==> src/rtl/sprite_line_scheduler.sv <==
// Per-scanline foreground object evaluator: scans OBM in index order, picks up to
// SLOTS objects covering the requested line, and double-buffers the slot set.
module sprite_line_scheduler #(
  parameter int unsigned OBJECTS = 64,
  parameter int unsigned SLOTS   = 8
) (
  input  logic                 clk,
  input  logic                 rst,
  input  logic                 eval_start,
  input  logic [7:0]           eval_line,
  input  logic                 line_swap,
  output logic [7:0]           obm_addr,
  input  logic [7:0]           obm_data,
  output logic [SLOTS-1:0]     slot_valid,
  output logic [6*SLOTS-1:0]   slot_obma,
  output logic [3*SLOTS-1:0]   slot_row,
  output logic                 overflow,
  output logic                 busy,
  output logic                 done,
  output logic                 underrun
);

  localparam int unsigned OBMA_W = 6;
  localparam int unsigned ROW_W  = 3;
  localparam int unsigned CNT_W  = $clog2(SLOTS + 1);

  localparam logic [2:0] IDLE   = 3'd0;
  localparam logic [2:0] ADDR_Y = 3'd1;
  localparam logic [2:0] CMP_Y  = 3'd2;
  localparam logic [2:0] ADDR_A = 3'd3;
  localparam logic [2:0] CAP_A  = 3'd4;
  localparam logic [2:0] FIN    = 3'd5;

  logic [2:0]              state_q, state_d;
  logic [7:0]              line_q, line_d;
  logic [OBMA_W-1:0]       obma_q, obma_d;
  logic [CNT_W-1:0]        cnt_q, cnt_d;
  logic [ROW_W-1:0]        diff_q, diff_d;
  logic [7:0]              addr_q, addr_d;
  logic [SLOTS-1:0]        sh_valid_q, sh_valid_d;
  logic [OBMA_W*SLOTS-1:0] sh_obma_q, sh_obma_d;
  logic [ROW_W*SLOTS-1:0]  sh_row_q, sh_row_d;
  logic                    sh_ovf_q, sh_ovf_d;
  logic [SLOTS-1:0]        act_valid_q, act_valid_d;
  logic [OBMA_W*SLOTS-1:0] act_obma_q, act_obma_d;
  logic [ROW_W*SLOTS-1:0]  act_row_q, act_row_d;
  logic                    act_ovf_q, act_ovf_d;
  logic                    busy_q, busy_d;
  logic                    done_q, done_d;
  logic                    underrun_q, underrun_d;

  logic [8:0]              diff_c;
  logic                    hit_c;
  logic                    last_c;
  logic [ROW_W-1:0]        row_c;

  // Next-state, shadow fill and active-set publication
  always_comb begin
    state_d     = state_q;
    line_d      = line_q;
    obma_d      = obma_q;
    cnt_d       = cnt_q;
    diff_d      = diff_q;
    addr_d      = addr_q;
    sh_valid_d  = sh_valid_q;
    sh_obma_d   = sh_obma_q;
    sh_row_d    = sh_row_q;
    sh_ovf_d    = sh_ovf_q;
    act_valid_d = act_valid_q;
    act_obma_d  = act_obma_q;
    act_row_d   = act_row_q;
    act_ovf_d   = act_ovf_q;
    underrun_d  = 1'b0;

    diff_c = {1'b0, line_q} - {1'b0, obm_data};
    hit_c  = diff_c < 9'd8;
    last_c = obma_q == OBMA_W'(OBJECTS - 1);
    row_c  = obm_data[5] ? (3'd7 - diff_q) : diff_q;

    if (eval_start) begin
      line_d     = eval_line;
      sh_valid_d = '0;
      sh_ovf_d   = 1'b0;
      cnt_d      = '0;
      obma_d     = '0;
      state_d    = ADDR_Y;
    end else begin
      case (state_q)
        IDLE:   state_d = IDLE;
        ADDR_Y: state_d = CMP_Y;
        CMP_Y: begin
          diff_d = diff_c[ROW_W-1:0];
          if (hit_c) begin
            if (cnt_q == CNT_W'(SLOTS)) begin
              sh_ovf_d = 1'b1;
              state_d  = FIN;
            end else begin
              state_d = ADDR_A;
            end
          end else if (last_c) begin
            state_d = FIN;
          end else begin
            obma_d  = obma_q + OBMA_W'(1);
            state_d = ADDR_Y;
          end
        end
        ADDR_A: state_d = CAP_A;
        CAP_A: begin
          for (int k = 0; k < int'(SLOTS); k++) begin
            if (cnt_q == CNT_W'(k)) begin
              sh_valid_d[k]                = 1'b1;
              sh_obma_d[k*OBMA_W +: OBMA_W] = obma_q;
              sh_row_d[k*ROW_W +: ROW_W]    = row_c;
            end
          end
          cnt_d = cnt_q + CNT_W'(1);
          if (last_c) begin
            state_d = FIN;
          end else begin
            obma_d  = obma_q + OBMA_W'(1);
            state_d = ADDR_Y;
          end
        end
        FIN:     state_d = IDLE;
        default: state_d = IDLE;
      endcase
    end

    if (state_d == ADDR_Y) begin
      addr_d = {obma_d, 2'd1};
    end else if (state_d == ADDR_A) begin
      addr_d = {obma_q, 2'd2};
    end

    busy_d = state_d != IDLE;
    done_d = state_d == FIN;

    // Swap uses the pre-edge shadow, so a same-cycle eval_start cannot clear what is published
    if (line_swap) begin
      if (busy_q) begin
        act_valid_d = '0;
        act_ovf_d   = 1'b0;
        underrun_d  = 1'b1;
      end else begin
        act_valid_d = sh_valid_q;
        act_obma_d  = sh_obma_q;
        act_row_d   = sh_row_q;
        act_ovf_d   = sh_ovf_q;
      end
    end
  end

  always_ff @(posedge clk) begin
    if (rst) begin
      state_q     <= IDLE;
      line_q      <= '0;
      obma_q      <= '0;
      cnt_q       <= '0;
      diff_q      <= '0;
      addr_q      <= '0;
      sh_valid_q  <= '0;
      sh_obma_q   <= '0;
      sh_row_q    <= '0;
      sh_ovf_q    <= 1'b0;
      act_valid_q <= '0;
      act_obma_q  <= '0;
      act_row_q   <= '0;
      act_ovf_q   <= 1'b0;
      busy_q      <= 1'b0;
      done_q      <= 1'b0;
      underrun_q  <= 1'b0;
    end else begin
      state_q     <= state_d;
      line_q      <= line_d;
      obma_q      <= obma_d;
      cnt_q       <= cnt_d;
      diff_q      <= diff_d;
      addr_q      <= addr_d;
      sh_valid_q  <= sh_valid_d;
      sh_obma_q   <= sh_obma_d;
      sh_row_q    <= sh_row_d;
      sh_ovf_q    <= sh_ovf_d;
      act_valid_q <= act_valid_d;
      act_obma_q  <= act_obma_d;
      act_row_q   <= act_row_d;
      act_ovf_q   <= act_ovf_d;
      busy_q      <= busy_d;
      done_q      <= done_d;
      underrun_q  <= underrun_d;
    end
  end

  assign obm_addr   = addr_q;
  assign slot_valid = act_valid_q;
  assign slot_obma  = act_obma_q;
  assign slot_row   = act_row_q;
  assign overflow   = act_ovf_q;
  assign busy       = busy_q;
  assign done       = done_q;
  assign underrun   = underrun_q;

endmodule

==> config.mk <==
export PLATFORM = sky130hd
export DESIGN_NAME = sprite_line_scheduler
export DESIGN_NICKNAME = d
export VERILOG_FILES = /design/src/rtl/sprite_line_scheduler.sv
export SDC_FILE = /design/constraint.sdc
export NUM_CORES = 1
export LEC_CHECK = 0
export ABC_CLOCK_PERIOD_IN_PS = 4200
export CORE_MARGIN = 5
export CORE_UTILIZATION = 54
export DETAILED_ROUTE_END_ITERATION = 7
export PLACE_DENSITY_LB_ADDON = 0.15
export SETUP_SLACK_MARGIN = 0.05
export SKIP_LAST_GASP = 1
export SYNTH_ARGS = -nofsm -noshare
export SYNTH_HDL_FRONTEND = slang
export SYNTH_SLANG_ARGS = --single-unit
export TNS_END_PERCENT = 50
==> constraint.sdc <==
create_clock -name clk -period 4.2 [get_ports clk]
set_clock_uncertainty 0.2 [all_clocks]
set_input_delay 1.26 -clock clk [delete_from_list [all_inputs] [get_ports clk]]
set_output_delay 1.26 -clock clk [all_outputs]
set_load 0.005 [all_outputs]
==> flow_metrics.py, run 1 <==
metrics = {
    "cts": {
        "tritoncts": "built",
        "cts_resized": 0,
        "clock_sinks": 197,
        "cts_max_level": 4,
        "postCtsSetupBuffers": 0,
        "clk_pin_slew_ns": 0.06,
        "clk_path_buf_depth": 2,
        "hold_buffers": 0,
        "clkLatencyLatePin_ns": 0.42,
        "root_buffer": "clkbuf_16",
        "cts_buffers": 17,
    },
    "grt": {
        "grt_pass1_wl_um": 28800,
        "track_usage_pct": 21.4,
        "overflow": 0,
        "gr-usage-met2_pct": 35.0,
        "grt_pass1_vias": 5904,
        "grt_use_met1_pct": 28.4,
        "antenna_found_initial": 0,
        "top_usage_layer": "met2",
        "grt_max_degree": 141,
        "use_met3_pct": 3.74,
    },
    "logic_synthesis": {
        "synth_warnings": 0,
        "synth-edff-count": 0,
        "ys_types": 53,
        "synth_seq_cells": 197,
        "ys.flop_type": "dfxtp_1",
        "syn-num-nets": 939,
        "synth_seq_area_share_pct": 52.0,
        "syn_area_per_cell_um2": 8.38,
        "synth_area_um2": 7590,
        "async_flop_share_pct": 0,
        "synth_cells": 905,
    },
    "setup_path": {
        "slowest_stage": "or4_1",
        "worstPathRequired_ns": 4.31,
        "cp_data_arrival_time_ns": 4.04,
        "startpoint_type": "input pin",
        "crit_buf_inv": 2,
        "crit_path_max_fanout": 4,
        "crit_chain": "clkdlybuf4s50_1, inv_1, ha_1, and3b_1, or4_1, nand2_1, and4_4, a211oi_2, a311oi_4, nand2b_4, mux2_1",
        "worstSetupPathType": "input pin to flop",
        "critical_path.max_stage_delay_ns": 0.50,
        "cp-end-kind": "flop",
        "cpLargestDelayFamily": "simple AND/OR/NAND/NOR gates",
    },
    "flow_run": {
        "drv_cap": 0,
    },
    "finish": {
        "area_growth_pct": 24.8,
        "fin_util_pct": 68.5,
        "diodes": 0,
        "finish.net_count": 1028,
        "drive_above_1_share_pct": 6.36,
        "nFillCells": 1161,
        "final_area_um2": 9470,
    },
    "die": {
        "initial_core_util_pct": 54.9,
        "io_pins": 112,
        "row_count": 43,
        "die_x_um": 129,
        "die_height_um": 129,
        "dieArea_um2": 16500,
        "core_area_um2": 13800,
    },
    "detailed_routing": {
        "via_per_inst": 5.27,
        "route.detailed.drc": 0,
        "wl_per_cell_um": 14.7,
        "drtPass1Iterations": 5,
        "ant_nets": 0,
        "drtIter0Drc": 506,
        "totalWireLength_um": 17500,
        "vias": 6246,
    },
    "timing": {
        "rsz0062_at_grt": "no",
        "max_freq_ghz": 0.254,
        "finalHoldViolations": 0,
        "finalSetupViolations": 0,
        "setup_tns_ns": 0,
        "period_share_pct": 93.7,
        "worst_slack_ns": 0.266,
        "maxSlewHeadroom_pct": 45.3,
        "worst_slew_pin_slew_ns": 0.815,
        "drv_slew": 0,
        "min_period_ns": 3.93,
    },
    "place": {
        "pre_cts_ws_ns": -0.151,
        "gp_congestion": 0.855,
        "placed_area_um2": 8870,
        "hpwl_um": 11300,
        "numPortBuffers": 111,
    },
    "status": {
        "outcome": "finished, final reports clean",
    },
    "pwr": {
        "power_density_nw_per_um2": 391,
        "peakVddDrop_v": 0.000274,
        "power.leakage_nw": 3.23,
        "total_power_mw": 3.70,
    },
    "hold_path": {
        "hp-class": "flop to flop",
    },
}
[kinds of logic after synthesis]
group,share of synthesized area (%)
and+or+nand+nor,23.0
DFF,52.0
adders and majority gates,2.41
AOI/OAI and AO/OA,15.0
xor gates and xnor gates,1.04
buffers and inverters,3.61
muxes,3.03
[synthesized netlist by cell type (10+ instances only)]
master,number,share of area (%)
ha_1,13,2.1
mux2i_1,17,2.2
a211oi_1,28,2.8
clkbuf_1,47,2.3
dfxtp_1,197,52
nand2b_1,15,1.2
nand3b_1,12,1.2
and2_1,10,0.82
inv_1,13,0.64
nand2_1,248,12
nor2_1,72,3.6
a21oi_1,142,9.4
[flip-flops by register name (all words and copies together) (netlist names), 3 cells and up]
| signal | cells |
|---|---|
| sh_obma_q | 48 |
| slot_obma | 48 |
| sh_row_q | 24 |
| slot_row | 24 |
| line_q | 8 |
| obm_addr | 8 |
| sh_valid_q | 8 |
| slot_valid | 8 |
| obma_q | 6 |
| cnt_q | 4 |
| diff_q | 3 |
| state_q | 3 |
[worst paths after layout]
path	startpoint	to	slack, ns	cells after the start
worst max-delay path	obm_data[2]	obm_addr[5]	0.27	11
worst min-delay path	sh_obma_q[16]	slot_obma[16]	0.25	2
worst max register to register	state_q[0]	sh_row_q[23]	1.20	7
worst min register to register	sh_obma_q[16]	slot_obma[16]	0.25	2
[per-layer routing]
layer,part of all wire [%],vias up,routed length (µm)
met5,0,-,0
met4,2.5,0,444
met3,4.5,27,786
met2,48,133,8300
met1,45,2897,7930
li1,-,3189,-
[placed cells by master, fill, tap and decap left out, drive strengths merged, types with 9 or more instances in the layout]
cell type	count
nand2	248
nor2	73
mux2i	17
and2	13
a211oi	31
inv	13
clkdlybuf4s50	110
clkbuf	24
ha	13
nor2b	9
dfxtp	197
nand2b	16
a21oi	142
nand3b	12
buf	18
[through the flow]
step / cells / hold WS (ns)
final: 1186 / 0.251
after global routing: 1186 / 0.265
after CTS: 1186 / 0.252
after detailed placement: 1155 / 0.244
after global placement: 1155 / 0.238
after floorplan: 905 / 0.231
[worst register-to-register path: cells and delay by family, from the launching register on]
| kind | cells | cell delay, ns |
|---|---|---|
| flip-flops | 1 | 0.35 |
| AO/OA/AOI/OAI | 1 | 0.22 |
| AND/OR/NAND/NOR | 6 | 2.13 |
[area by class of cell]
cell class	instances	area (µm²)	share of cell area (%)
sequential	197	3940	41.7
clock inverter	7	95.1	1.00
clock buffer	24	502	5.30
multi-input combinational	637	3380	35.7
inverter	13	48.8	0.515
tap	180	225	2.38
timing repair buffer	128	1270	13.5
[report_power, final]
group          total, mW  internal [mW]  switching, mW
clock               1.61          0.954          0.661
sequential          1.88           1.88        0.00787
combinational      0.200         0.0765          0.123
No activity file was read; power rests on OpenSTA's default activity.
==> run 2: changes to the inputs <==
--- a/config.mk
+++ b/config.mk
@@ -11,7 +11,6 @@
 export DETAILED_ROUTE_END_ITERATION = 7
 export PLACE_DENSITY_LB_ADDON = 0.15
 export SETUP_SLACK_MARGIN = 0.05
-export SKIP_LAST_GASP = 1
 export SYNTH_ARGS = -nofsm -noshare
 export SYNTH_HDL_FRONTEND = slang
 export SYNTH_SLANG_ARGS = --single-unit
==> results of run 2 <==
Same layout as run 1: the final DEF is identical, and so are final timing and power.
